<file path="src/rtl/dom_pkg.sv">
// rtl/dom_pkg.sv - share packing and r2 pair indexing helpers for the DOM dependent AND gadget
package dom_pkg;

  localparam int DEF_D = 2;
  localparam int DEF_W = 8;

  function automatic int n_pairs(input int d);
    return ((d + 1) * d) / 2;
  endfunction

  // Row-major enumeration of the strict upper triangle: (0,1),(0,2)..(1,2)..
  function automatic int pair_idx(input int i, input int j, input int n);
    return i * n - (i * (i + 1)) / 2 + (j - i - 1);
  endfunction

  function automatic int share_lsb(input int k, input int i, input int n);
    return k * n + i;
  endfunction

endpackage

</file>
<file path="src/rtl/dom_dep_bit.sv">
// rtl/dom_dep_bit.sv - one bit slice: remask b, DOM-indep cross terms, stage-1 registers and combine
module dom_dep_bit import dom_pkg::*; #(
  parameter int N = 3,
  parameter int L = 3
) (
  input  logic         clk,
  input  logic         rst,
  input  logic         ld,
  input  logic [N-1:0] a,
  input  logic [N-1:0] b,
  input  logic [N-1:0] r1,
  input  logic [L-1:0] r2,
  output logic [N-1:0] c
);

  logic [N-1:0]         z_q, z_d;
  logic [N-1:0]         a_q, a_d;
  logic [N-1:0][N-1:0]  t_q, t_d;
  logic                 zpub;

  always_comb begin
    z_d = z_q;
    a_d = a_q;
    t_d = t_q;
    if (ld) begin
      z_d = b ^ r1;
      a_d = a;
      for (int i = 0; i < N; i++) begin
        for (int j = 0; j < N; j++) begin
          if (i == j)
            t_d[i][j] = a[i] & r1[j];
          else if (i < j)
            t_d[i][j] = (a[i] & r1[j]) ^ r2[pair_idx(i, j, N)];
          else
            t_d[i][j] = (a[i] & r1[j]) ^ r2[pair_idx(j, i, N)];
        end
      end
    end
  end

  always_ff @(posedge clk) begin
    if (rst) begin
      z_q <= '0;
      a_q <= '0;
      t_q <= '0;
    end else begin
      z_q <= z_d;
      a_q <= a_d;
      t_q <= t_d;
    end
  end

  // b is only unmasked from register outputs, never from the raw inputs
  always_comb begin
    c    = '0;
    zpub = ^z_q;
    for (int i = 0; i < N; i++) begin
      c[i] = a_q[i] & zpub;
      for (int j = 0; j < N; j++)
        c[i] = c[i] ^ t_q[i][j];
    end
  end

endmodule

</file>
<file path="src/rtl/dom_dep_word.sv">
// rtl/dom_dep_word.sv - W-bit DOM dependent AND gadget with valid/ready control and optional output register
module dom_dep_word import dom_pkg::*; #(
  parameter int D       = DEF_D,
  parameter int N       = D + 1,
  parameter int L       = n_pairs(D),
  parameter int W       = DEF_W,
  parameter int OUT_REG = 1
) (
  input  logic         clk,
  input  logic         rst,
  input  logic         in_valid,
  output logic         in_ready,
  input  logic [W*N-1:0] port_a,
  input  logic [W*N-1:0] port_b,
  input  logic [W*N-1:0] port_r1,
  input  logic [W*L-1:0] port_r2,
  output logic         out_valid,
  input  logic         out_ready,
  output logic [W*N-1:0] port_c
);

  logic           v1_q, v1_d;
  logic           adv1;
  logic           accept;
  logic [W*N-1:0] comb_c;

  assign in_ready = !rst && (!v1_q || adv1);
  assign accept   = in_valid && in_ready;

  for (genvar k = 0; k < W; k++) begin : g_slice
    dom_dep_bit #(.N(N), .L(L)) u_bit (
      .clk (clk),
      .rst (rst),
      .ld  (accept),
      .a   (port_a[share_lsb(k, 0, N) +: N]),
      .b   (port_b[share_lsb(k, 0, N) +: N]),
      .r1  (port_r1[share_lsb(k, 0, N) +: N]),
      .r2  (port_r2[k*L +: L]),
      .c   (comb_c[share_lsb(k, 0, N) +: N])
    );
  end

  always_comb begin
    v1_d = v1_q;
    if (accept)
      v1_d = 1'b1;
    else if (adv1)
      v1_d = 1'b0;
  end

  always_ff @(posedge clk) begin
    if (rst) v1_q <= 1'b0;
    else     v1_q <= v1_d;
  end

  if (OUT_REG != 0) begin : g_oreg
    logic           v2_q, v2_d;
    logic [W*N-1:0] c2_q, c2_d;
    logic           load2;

    assign load2 = v1_q && (!v2_q || out_ready);
    assign adv1  = load2;

    // c2 only changes on a real load so a stalled output never toggles
    always_comb begin
      v2_d = v2_q;
      c2_d = c2_q;
      if (load2) begin
        v2_d = 1'b1;
        c2_d = comb_c;
      end else if (out_ready) begin
        v2_d = 1'b0;
      end
    end

    always_ff @(posedge clk) begin
      if (rst) begin
        v2_q <= 1'b0;
        c2_q <= '0;
      end else begin
        v2_q <= v2_d;
        c2_q <= c2_d;
      end
    end

    assign out_valid = v2_q;
    assign port_c    = c2_q;
  end else begin : g_comb
    assign adv1      = v1_q && out_ready;
    assign out_valid = v1_q;
    assign port_c    = comb_c;
  end

endmodule

</file>
<file path="config.mk">
export PLATFORM = sky130hd
export DESIGN_NAME = dom_dep_word
export DESIGN_NICKNAME = d
export VERILOG_FILES = /design/src/rtl/dom_pkg.sv /design/src/rtl/dom_dep_bit.sv /design/src/rtl/dom_dep_word.sv
export SDC_FILE = /design/constraint.sdc
export NUM_CORES = 1
export LEC_CHECK = 0
export BUFFER_PORTS_ARGS = -buffer_cell sky130_fd_sc_hd__buf_2
export CAP_MARGIN = 20
export CORE_ASPECT_RATIO = 1.75
export CORE_UTILIZATION = 51
export CTS_CLUSTER_DIAMETER = 30
export DETAILED_ROUTE_END_ITERATION = 16
export GPL_TIMING_DRIVEN = 0
export PLACE_DENSITY = 0.76
export SETUP_SLACK_MARGIN = 0.05
export SYNTH_ARGS = -nofsm -noshare
export SYNTH_HDL_FRONTEND = slang
export SYNTH_SLANG_ARGS = --single-unit
</file>
<file path="constraint.sdc">
create_clock -name clk -period 1.4 [get_ports clk]
set_clock_uncertainty 0.2 [all_clocks]
set_input_delay 0.14 -clock clk [delete_from_list [all_inputs] [get_ports clk]]
set_output_delay 0.14 -clock clk [all_outputs]
set_load 0.01 [all_outputs]
</file>
### Word-level counts from Yosys, hierarchy flattened

Cells that the tools add are included.

| word-level totals | value |
|---|---|
| word-level logic and storage cells | 289 |
| output and inout bits | 26 |
| register bits | 146 |
| bits of input ports | 100 |

| operators by class | value |
|---|---|
| multiplexer cells | 4 |
| reduce and logical (&&, ||, !) cells | 18 |
| bitwise logic cells | 224 |

Operator list:

| cell | count |
|---|---|
| $xor A1 B1 Y1 | 120 |
| $and A1 B1 Y1 | 96 |
| $reduce_xor A3 Y1 | 8 |
| $xor A3 B3 Y3 | 8 |
| $mux W1 | 4 |
| $reduce_bool A2 Y1 | 2 |
| $logic_and A1 B1 Y1 | 3 |
| $logic_not A1 Y1 | 3 |
| $logic_or A1 B1 Y1 | 2 |

### Depth between registers and ports, before layout

| depth | value |
|---|---|
| depth in word-level cells | 7 |
| depth in mapped cells | 6 |
| mapped depth without buffers | 3 |

### By module

From an unflattened synthesis, not the netlist that was laid out.

| unflattened totals | value |
|---|---|
| cells, all modules | 754 |
| area, all modules | 7016.7 um^2 |

By module, submodules not included:

| module | area each (um^2) | cells each | instances | sequential area each (um^2) |
|---|---|---|---|---|
| dom_dep_bit | 729.4 | 80 | 8 | 300.3 |
| dom_dep_word | 1181.1 | 114 | 1 | 520.5 |

### Least setup slack after synthesis

OpenSTA, ideal clock, no wires.

| path | value |
|---|---|
| path type | reg-to-reg |
| start | register g_oreg.v2_q (netlist: out_valid) |
| end | register g_oreg.c2_q[4] (netlist: port_c[4]) |
| clock period less this slack | 1478 ps |
| setup time | 88 ps |
| slack | -78 ps |
| path buffers | 3 |
| required time | 1112 ps |
| arrival time | 1190 ps |
| cell stages (with the launch flop) | 7 |
| path through | dfxtp_1 > nand2b_1 > buf_6 > and2_4 > buf_6 > buf_6 > a311oi_2 |

| on the way | value |
|---|---|
| cells in the longest elaborated chain, start to end | 3 |

RTL lines:

| element | line | source |
|---|---|---|
| start, declared | dom_dep_word.sv:57 | `logic v2_q, v2_d;` |
| start signal, assigned | dom_dep_word.sv:81 | `v2_q <= v2_d;` |
| $logic_not A1 Y1 | dom_dep_word.sv:61 | `assign load2 = v1_q && (!v2_q \|\| out_ready);` |
| $logic_or A1 B1 Y1 | dom_dep_word.sv:61 |  |
| $logic_and A1 B1 Y1 | dom_dep_word.sv:61 |  |
| end signal, assigned | dom_dep_word.sv:79 | `c2_q <= '0;` |
| end signal, assigned | dom_dep_word.sv:82 | `c2_q <= c2_d;` |
| end, declared | dom_dep_word.sv:58 | `logic [W*N-1:0] c2_q, c2_d;` |

Every way passes these cells.
A chain may end at the register's enable or synchronous reset.

### Worst setup path after layout

| path | value |
|---|---|
| start | register g_oreg.v2_q (netlist: out_valid) |
| end | output in_ready |

| on the way | value |
|---|---|
| cells in the longest elaborated chain, start to end | 5 |

RTL lines:

| element | line | source |
|---|---|---|
| $logic_not A1 Y1 | dom_dep_word.sv:61 |  |
| $logic_or A1 B1 Y1 | dom_dep_word.sv:61 |  |
| $logic_and A1 B1 Y1 | dom_dep_word.sv:61 |  |
| $logic_or A1 B1 Y1 | dom_dep_word.sv:27 | `assign in_ready = !rst && (!v1_q \|\| adv1);` |
| $logic_and A1 B1 Y1 | dom_dep_word.sv:27 |  |
| end, declared | dom_dep_word.sv:12 | `output logic in_ready,` |

Every way passes these cells.

==> results_dict.tcl <==
set metrics [dict create \
    status "finished with violations" \
    violations "negative setup slack" \
    final_cell_area_sq_um 11380 \
    wl_per_cell_microns 24.86 \
    cpMostUsedCell "buf_6" \
    port_buffers 125 \
    cts_buffer_depth 2 \
    num_vias 7680 \
    grt_pass1_wl_microns 41430 \
    chipWidth_microns 94.23 \
    synth_edf_count 0 \
    worstHoldPathType "input pin to flop" \
    gr-total-overflow 0 \
    post-route-period-util 1.229 \
    dp.cells 1052 \
    critical_path.slowest_cell "dfxtp_4" \
    areaGrowthSynthToFinish_pct 49.93 \
    final_hold_viol_count 0 \
    cp.arrival_ps 1380 \
    htree_levels 4 \
    p_switching_w 0.003498 \
    place_area_sq_um 8488 \
    yosys_warnings 0 \
    syn_nets 847 \
    clk_pin_slew_ps 60 \
    cts_sinks 146 \
    gp_congestion 0.8246 \
    clkPwrFrac 0.408 \
    synth_compound_area_frac 0.1510 \
    synth_area_sq_um 7592 \
    combPwrFrac 0.224 \
    final_antenna_net_count 0 \
    finalPower_w 0.01290 \
    drt-initial-drc-count 742 \
    pwr-share-seq 0.368 \
    synth_area_leaders "dfxtp_1 (38%), mux2i_1 (9.5%), xor2_1 (5.5%)" \
    ys_seq_area_frac 0.3850 \
    drt_pass1_iterations 6 \
    max_stage_delay_ps 360 \
    critPathKind "flop to output pin" \
    synth_simple_gate_area_frac 0.1457 \
    setup_viol 145 \
    cts_tree "built" \
    maxClockFrequency_mhz 581.3 \
    pin_count 126 \
    viasPerCell 6.316 \
    intPower_w 0.009406 \
    cts_buffers 17 \
    leakage_nw 4.921 \
    period_minus_slack_ps 1720 \
    dpl.hpwl_microns 15080 \
    relSlewSlack 0.2319 \
    synthMuxAreaShare 0.09492 \
    powerDensity_nw_per_um2 1134 \
    grt_pass1_vias 7853 \
    swShare 0.2711 \
    antenna_found_initial 0 \
    grt_max_degree 17 \
    dieArea_sq_um 15400 \
    fp-row-count 58 \
    synth_top_family_by_area "XOR/XNOR gates" \
    synth_top_area_share 0.3850 \
    ys_ff_latch 146 \
    synth_area_leader_cell "dfxtp_1" \
    layout-drive-gt1-share 0.3485 \
    clk_latency_ps 440 \
    crit_required_ps 1060 \
    end_kind "output pin" \
    stdcell_count 1216 \
    tns_ps -23710 \
    rsz0062_at_grt "yes" \
    whs_path_depth 4 \
    ir_worst_vdd_uv 1025 \
    synth_commonest_cells "dfxtp_1 (146), a21oi_1 (73), mux2i_1 (72), nand2b_1 (58)" \
    yosys.area_share.adder 0 \
    setup_ws_ps -320.2 \
    cp-start-kind "flop" \
    diodes 0 \
    ys.flop_type "dfxtp_1" \
    grt_use_total 0.3651 \
    worst_r2r_path_depth 3 \
    yosysMostFrequentCell "dfxtp_1" \
    placeableCoreArea_sq_um 14440 \
    dp_slack_ps -343.8 \
    drv_cap 0 \
    crit_fanout 4 \
    async_flop_share 0 \
    final_nets 1123 \
    syn_inst 747 \
    routed_wl_microns 30230 \
    die_h_microns 163.4 \
    tightest_slew_ps 1152 \
    post_synth_num_cell_types 30 \
    start_util 0.5257 \
    avgSynthCellArea_sq_um 10.16 \
    cts_root_buf "clkbuf_16" \
    synth-xor-area-share 0.1846 \
    drv_slew 0 \
    drc 0 \
    crit_chain "and3b_2 > buf_6 > nor2_4 > buf_6" \
]
[path summary, 6_finish.rpt]
path | startpoint | to | slack [ps]
hold reg to reg | g_slice[7].u_bit.t_q[0] | g_slice[7].u_bit.t_q[0] | 270
setup / recovery | out_valid | in_ready | -320
setup reg to reg | g_slice[6].u_bit.z_q[2] | port_c[20] | -290
hold / removal | rst | g_slice[5].u_bit.t_q[7] | 180
[stage by stage]
| step | hold slack, ps | util |
|---|---|---|
| 3_5_place_dp | 221.5 | 0.5878 |
| 5_1_grt | 197.6 | 0.7883 |
| 4_1_cts | 113.6 | 0.7591 |
| 6_report | 177.9 | 0.7883 |
| 2_1_floorplan | 60.67 | - |
| 3_3_place_gp | 211.7 | 0.5878 |
[worst max-delay path: cells and delay by family (launching register included)]
kind,cells,cell delay [ps]
and+or+nand+nor,2,340
buffers and inverters,2,240
DFF,1,360
[placed cells by master, fill, tap and decap left out, types with 29 or more instances in the layout]
master         count
dlygate4sd3_1     97
xor2_1            48
dfxtp_1          128
nand2b_1          58
a21oi_1           56
buf_2            137
o21ai_2           29
mux2i_1           68
nand3_1           45
nand2_1           48
[kinds of logic after synthesis]
kind of cell / after synthesis
simple gates: 202
mux: 72
xor+xnor: 104
flops: 146
buf+inv: 54
compound gates: 169
[flip-flops by register name (all words and copies together), names as in the netlist]
name               cells
g_slice.u_bit.a_q     24
g_slice.u_bit.t_q     72
g_slice.u_bit.z_q     24
out_valid              1
port_c                24
v1_q                   1
[power groups by stage]
stage	logic, W	clock network (W)	registers, W
floorplan	0.00148	0	0.00475
global placement	0.00207	0	0.00477
detailed placement	0.00211	0	0.00479
CTS	0.00258	0.00521	0.00471
global route	0.00301	0.00544	0.00477
finish	0.00289	0.00527	0.00475
[layout make-up]
class	count	area [sq um]
buffer	52	526.8
fill	783	3058
sequential	146	2948
multi-input combinational	547	4786
tap	180	225.2
clock inverter	10	203.9
inverter	1	3.754
timing repair buffer	258	2226
clock buffer	22	464.2
[routing by layer]
layer / GRT usage / up-vias / routed length [microns]
met1: 0.3770 / 3660 / 10170
met4: 0.2755 / 0 / 2472
met2: 0.6258 / 606 / 14950
met5: 0 / - / 0
li1: - / 3217 / -
met3: 0.08659 / 197 / 2637
[what timing repair did]
action | 4_1_cts | 5_1_grt
endpoints found under the hold margin | 121 | 0
pin swaps | 33 | 61
setup buffers | 15 | 9
cloned | 12 | 1
hold buffers | 97 | 0
setup endpoints to repair | 147 | 146
gates resized for setup | 151 | 81
Power figures use the tool's default switching activity.
